**src/rtl/troop_attacker.sv**
```systemverilog
// rtl/troop_attacker.sv - single-lane troop: deploy, march, strike tower, die
//
// Ports:
//   clk, reset        system clock; asynchronous active-high reset
//   gameClk           one-clk game tick enable (level counted every clk it is high)
//   spawn             deploy request, honoured only in IDLE
//   player            1 = player troop (511 -> 0), 0 = enemy troop (0 -> 511)
//   unitType[1:0]     troop class, latched at spawn
//   hitIn/damageIn    incoming hit strobe and its damage
//   targetDead        target tower already destroyed
//   position[8:0]     troop x-position
//   health[7:0]       troop health
//   damageOut[7:0]    damage per strike (to tower damageIn)
//   attackSCEN        one-clk strike strobe (to tower attackSCEN)
//   alive, dead       MARCH/ATTACK and DEAD indicators
module troop_attacker #(
  parameter logic [8:0] RANGE       = 9'd32,
  parameter logic [3:0] COOLDOWN    = 4'd8,
  parameter logic [3:0] DEATH_TICKS = 4'd10
) (
  input  logic       clk,
  input  logic       reset,
  input  logic       gameClk,
  input  logic       spawn,
  input  logic       player,
  input  logic [1:0] unitType,
  input  logic       hitIn,
  input  logic [7:0] damageIn,
  input  logic       targetDead,
  output logic [8:0] position,
  output logic [7:0] health,
  output logic [7:0] damageOut,
  output logic       attackSCEN,
  output logic       alive,
  output logic       dead
);

  localparam logic [4:0] S_IDLE   = 5'b00001;
  localparam logic [4:0] S_DEPLOY = 5'b00010;
  localparam logic [4:0] S_MARCH  = 5'b00100;
  localparam logic [4:0] S_ATTACK = 5'b01000;
  localparam logic [4:0] S_DEAD   = 5'b10000;

  logic [4:0] state_q, state_d;
  logic       player_q, player_d;
  logic [1:0] type_q, type_d;
  logic [8:0] pos_q, pos_d;
  logic [7:0] hp_q, hp_d;
  logic [7:0] dmg_q, dmg_d;
  logic [3:0] cd_q, cd_d;
  logic [3:0] tick_q, tick_d;

  logic [7:0] class_hp;
  logic [7:0] class_dmg;
  logic [1:0] class_speed;
  logic       in_fight;
  logic       lethal;
  logic       in_range;
  logic       strike;
  logic [9:0] fwd_sum;
  logic [8:0] step_pos;

  always_comb begin
    class_hp    = 8'd100;
    class_dmg   = 8'd10;
    class_speed = 2'd1;
    case (type_q)
      2'b00: begin class_hp = 8'd100; class_dmg = 8'd10; class_speed = 2'd1; end
      2'b01: begin class_hp = 8'd60;  class_dmg = 8'd20; class_speed = 2'd2; end
      2'b10: begin class_hp = 8'd200; class_dmg = 8'd5;  class_speed = 2'd1; end
      default: begin class_hp = 8'd40; class_dmg = 8'd40; class_speed = 2'd3; end
    endcase
  end

  assign in_fight = (state_q == S_MARCH) || (state_q == S_ATTACK);
  assign lethal   = in_fight && hitIn && (damageIn >= hp_q);
  assign in_range = player_q ? (pos_q <= RANGE) : (pos_q >= (9'd511 - RANGE));

  // Strike is combinational so it lasts exactly the gameClk cycle and
  // vanishes the moment reset clears the state register.
  assign strike = (state_q == S_ATTACK) && gameClk && (cd_q == 4'd0) && !targetDead;

  // One movement step toward the target, saturating at either lane end.
  assign fwd_sum  = {1'b0, pos_q} + {8'd0, class_speed};
  always_comb begin
    step_pos = pos_q;
    if (player_q) begin
      step_pos = (pos_q >= {7'd0, class_speed}) ? (pos_q - {7'd0, class_speed}) : 9'd0;
    end else begin
      step_pos = fwd_sum[9] ? 9'd511 : fwd_sum[8:0];
    end
  end

  always_comb begin
    state_d  = state_q;
    player_d = player_q;
    type_d   = type_q;
    pos_d    = pos_q;
    hp_d     = hp_q;
    dmg_d    = dmg_q;
    cd_d     = cd_q;
    tick_d   = tick_q;
    case (state_q)
      S_IDLE: begin
        dmg_d = 8'd0;
        if (spawn) begin
          state_d  = S_DEPLOY;
          player_d = player;
          type_d   = unitType;
        end
      end
      S_DEPLOY: begin
        hp_d    = class_hp;
        dmg_d   = class_dmg;
        pos_d   = player_q ? 9'd511 : 9'd0;
        cd_d    = 4'd0;
        state_d = S_MARCH;
      end
      S_MARCH, S_ATTACK: begin
        if (hitIn) begin
          hp_d = lethal ? 8'd0 : (hp_q - damageIn);
        end
        // Priority: lethal hit, then tower gone, then normal behaviour.
        if (lethal) begin
          state_d = S_DEAD;
          tick_d  = 4'd0;
          dmg_d   = 8'd0;
        end else if (targetDead) begin
          state_d = S_IDLE;
          dmg_d   = 8'd0;
        end else if (state_q == S_MARCH) begin
          if (in_range) begin
            state_d = S_ATTACK;
          end else if (gameClk) begin
            pos_d = step_pos;
          end
        end else if (gameClk) begin
          cd_d = (cd_q == 4'd0) ? (COOLDOWN - 4'd1) : (cd_q - 4'd1);
        end
      end
      S_DEAD: begin
        hp_d  = 8'd0;
        dmg_d = 8'd0;
        if (gameClk) begin
          if (({1'b0, tick_q} + 5'd1) >= {1'b0, DEATH_TICKS}) begin
            state_d = S_IDLE;
            tick_d  = 4'd0;
          end else begin
            tick_d = tick_q + 4'd1;
          end
        end
      end
      default: begin
        state_d = S_IDLE;
      end
    endcase
  end

  always_ff @(posedge clk or posedge reset) begin
    if (reset) begin
      state_q  <= S_IDLE;
      player_q <= 1'b0;
      type_q   <= 2'b00;
      pos_q    <= 9'd0;
      hp_q     <= 8'd0;
      dmg_q    <= 8'd0;
      cd_q     <= 4'd0;
      tick_q   <= 4'd0;
    end else begin
      state_q  <= state_d;
      player_q <= player_d;
      type_q   <= type_d;
      pos_q    <= pos_d;
      hp_q     <= hp_d;
      dmg_q    <= dmg_d;
      cd_q     <= cd_d;
      tick_q   <= tick_d;
    end
  end

  assign position   = pos_q;
  assign health     = hp_q;
  assign damageOut  = dmg_q;
  assign attackSCEN = strike;
  assign alive      = in_fight;
  assign dead       = (state_q == S_DEAD);

endmodule

```
**config.mk**
```make
export PLATFORM = sky130hd
export DESIGN_NAME = troop_attacker
export DESIGN_NICKNAME = d
export VERILOG_FILES = /design/src/rtl/troop_attacker.sv
export SDC_FILE = /design/constraint.sdc
export NUM_CORES = 1
export LEC_CHECK = 0
export ABC_AREA = 1
export BUFFER_PORTS_ARGS = -buffer_cell sky130_fd_sc_hd__buf_4
export CORE_AREA = 2 2 116 107
export CTS_BUF_LIST = sky130_fd_sc_hd__clkbuf_4 sky130_fd_sc_hd__clkbuf_8 sky130_fd_sc_hd__clkbuf_16
export CTS_CLUSTER_DIAMETER = 80
export DETAILED_ROUTE_END_ITERATION = 8
export DIE_AREA = 0 0 118 109
export SLEW_MARGIN = 20
export SYNTH_ARGS = -nofsm -noshare
export SYNTH_HDL_FRONTEND = slang
export SYNTH_SLANG_ARGS = --single-unit
```
**constraint.sdc**
```tcl
create_clock -name clk -period 2.58 [get_ports clk]
set_input_delay 0.516 -clock clk [delete_from_list [all_inputs] [get_ports clk]]
set_output_delay 0.516 -clock clk [all_outputs]
set_load 0.02 [all_outputs]
```
==> impl_metrics.yaml <==
floorplan:
  dieHeight_um: 109
  ios: 45
  core_um2: 11700
  dieArea_um2: 12900
  die_x_um: 118
  initial_core_util: 0.292
  rows: 38
timing:
  setup_violations: 0
  maxSlewViolCount: 0
  maxSlewHeadroom: 0.660
  fmax_mhz: 426
  min_period_over_period: 0.909
  worst_pin_slew_ps: 511
  finClkSkew_ps: 4.61
  rsz0062_at_grt: "no"
  fin_crit_ps: 2350
  finalHoldViolations: 0
  layout_setup_ws_ps: 235
  timing.setup.tns_ps: 0
synth:
  synth_compound_area_frac: 0.0847
  syn-instance-count: 513
  async_reset_ff_frac: 1.00
  synthMuxAreaShare: 0
  ys_seq_elements: 39
  synth-adder-area-share: 0.101
  yosysWarnings: 0
  synth-simple-area-share: 0.410
  syn_area_um2: 3430
  synth_xor_area_frac: 0.0153
  synth_edf_count: 0
  ys_types: 36
  syn_avg_cell_area_um2: 6.68
  synth_top_family_by_area: "simple AND/OR/NAND/NOR gates"
  synth-main-ff-cell: "dfrtp_1"
  yosysSeqAreaShare: 0.285
final_layout:
  num-nets-final: 602
  final_common_cell: "nand2_1"
  layout-drive-gt1-share: 0.180
  n_antenna_cell: 0
  syn2layout_area_growth_pct: 20.2
  final_cell_mix: "166 x nand2_1, 69 x inv_1, 49 x nand3_1"
  finalInstanceArea_um2: 4120
power:
  pwr-share-comb: 0.629
  power.switching_w: 0.00262
  power_frac_seq: 0.228
  powerDensity_nw_per_um2: 1250
  power.internal_w: 0.00253
  leakagePower_nw: 2.17
  clockPowerShare: 0.143
  peakVddDrop_mv: 0.372
  switching_share: 0.508
min_path:
  hold_class: "in2async"
grt:
  grt_pass1_wl_mm: 15.2
  grt_overflow: 0
  grt_pass1_vias: 3285
  grt_antenna_before_repair: 0
  grt_max_degree: 40
  grt_util_all_layers: 0.145
clock_network:
  clkLatencyLatePin_ps: 280
  htree_num_levels: 2
  clk_path_buf_depth: 2
  cts.sinks: 39
  hold_buffers: 0
  cts_tree: "built"
  cts_made_buffers: 5
  clockRootBuffer: "clkbuf_16"
  clk_pin_slew_ps: 60
detailed_routing:
  wire_per_inst_um: 12.1
  drt_wl_total_mm: 8.70
  via_per_inst: 4.58
  dr.first_iter.drc_count: 216
  dr.pass1.iters: 4
  route.vias.total: 3294
  drc_errors: 0
  final_antenna_net_count: 0
setup_path:
  worstSetupStartpointType: "flop"
  criticalPathCategory: "reg2reg"
  cp_top_family: "simple AND/OR/NAND/NOR gates"
  cp_num_buf_inv: 3
  required_ps: 2750
  endpoint_kind: "flop"
  cp_max_fo: 8
  cp.arrival_ps: 2520
  cpMaxStageDelayCell: "dfrtp_1"
  crit_chain: "buf_4 > ha_1 > nor2_2 > inv_2 > ha_4 > inv_1 > nand2_1 > nand2_1 > nor2_4 > nand3_4 > nand3_1 > nand2_1 > nand2_1 > nand2_1 > nand2_1 > nand2_1"
  slowest_delay_ps: 390
  critPathMostFrequentCell: "nand2_1"
run:
  max-cap-violations: 0
placed_design:
  place_hpwl_mm: 6.92
  place_area_um2: 3890
  port_buffers: 42
  post-place-ws_ps: 85.5
  gp_congestion: 0.916
outcome:
  status: "completed"
-- Yosys cell counts, drive strengths merged (2+ instances only) --
cell / n / area share
nand3: 52 / 0.083
clkbuf: 2 / 0.0022
nand4: 13 / 0.024
inv: 73 / 0.081
fa: 3 / 0.018
a21oi: 14 / 0.022
or2: 2 / 0.0037
dfrtp: 38 / 0.28
xor2: 6 / 0.015
nor3: 7 / 0.012
nand3b: 3 / 0.0066
nand2: 180 / 0.21
buf: 7 / 0.019
o21ai: 31 / 0.057
nor2: 55 / 0.069
ha: 23 / 0.084
-- routing by layer --
layer,wire [um],share of wire,track usage,up-vias
met1,4270,0.49,0.194,1502
met5,0,0,0,-
met3,330,0.038,0.0288,14
met4,152,0.017,0.0387,0
met2,3940,0.45,0.242,63
li1,-,-,-,1715
-- path summary, 6_finish.rpt --
path	depth (start not counted)	start	slack [ps]	end
worst max-delay path	16	type_q[1]$_DFFE_PP0P_	230	position[8]$_DFFE_PP0P_
worst min-delay path	3	reset	350	damageOut[5]$_DFFE_PP0P_
worst max register to register	16	type_q[1]$_DFFE_PP0P_	230	position[8]$_DFFE_PP0P_
worst min register to register	2	damageOut[4]$_DFFE_PP0P_	480	damageOut[4]$_DFFE_PP0P_
max in group asynchronous	3	reset	1850	state_q[0]$_DFFE_PP1P_
min in group clk	3	player	470	player_q$_DFFE_PP0P_
-- stage by stage --
stage	hold slack [ps]	util	instances	power [W]
after floorplan	459	-	514	0.00353
after global routing	407	0.351	720	0.00571
after detailed placement	473	0.332	710	0.00432
after global placement	477	0.332	710	0.00432
after CTS	378	0.347	718	0.00510
final	351	0.351	720	0.00515
-- cell type report --
cell class / instances / area, um2
fill: 1265 / 7620
multi-input combinational: 393 / 2140
sequential: 39 / 977
timing repair buffer: 47 / 353
inverter: 73 / 277
tap: 160 / 200
clock buffer: 6 / 139
clock inverter: 2 / 38.8
-- power by group through the flow --
stage	clock network, W	logic (W)	registers [W]
floorplan	0	0.00228	0.00125
global placement	0	0.00314	0.00118
detailed placement	0	0.00313	0.00119
CTS	0.000753	0.00316	0.00118
global route	0.000776	0.00371	0.00122
finish	0.000736	0.00324	0.00117
-- sequential cells by signal (all words and copies together) (netlist names) --
register and cells:
cd_q 4, damageOut 6, health 8, player_q 1, position 9, state_q 5, tick_q 4, type_q 2
-- repair_timing --
action | CTS | global route
endpoints found under the setup margin | 0 | 9
buffers inserted | 0 | 2
resized for setup | 0 | 7
-- worst min-delay path, delay by kind of cell --
family,cells,cell delay [ps]
buffers and inverters,3,570
-- kinds of logic (layout without fill, tap and decap cells) --
kind of cell	count (synthesis)	count (layout)
compound gates	47	47
other cells	1	2
simple gates	312	312
xor+xnor	6	6
buf+inv	82	128
fa+ha+maj	26	26
flops	39	39
(Power assumes the default switching activity.)
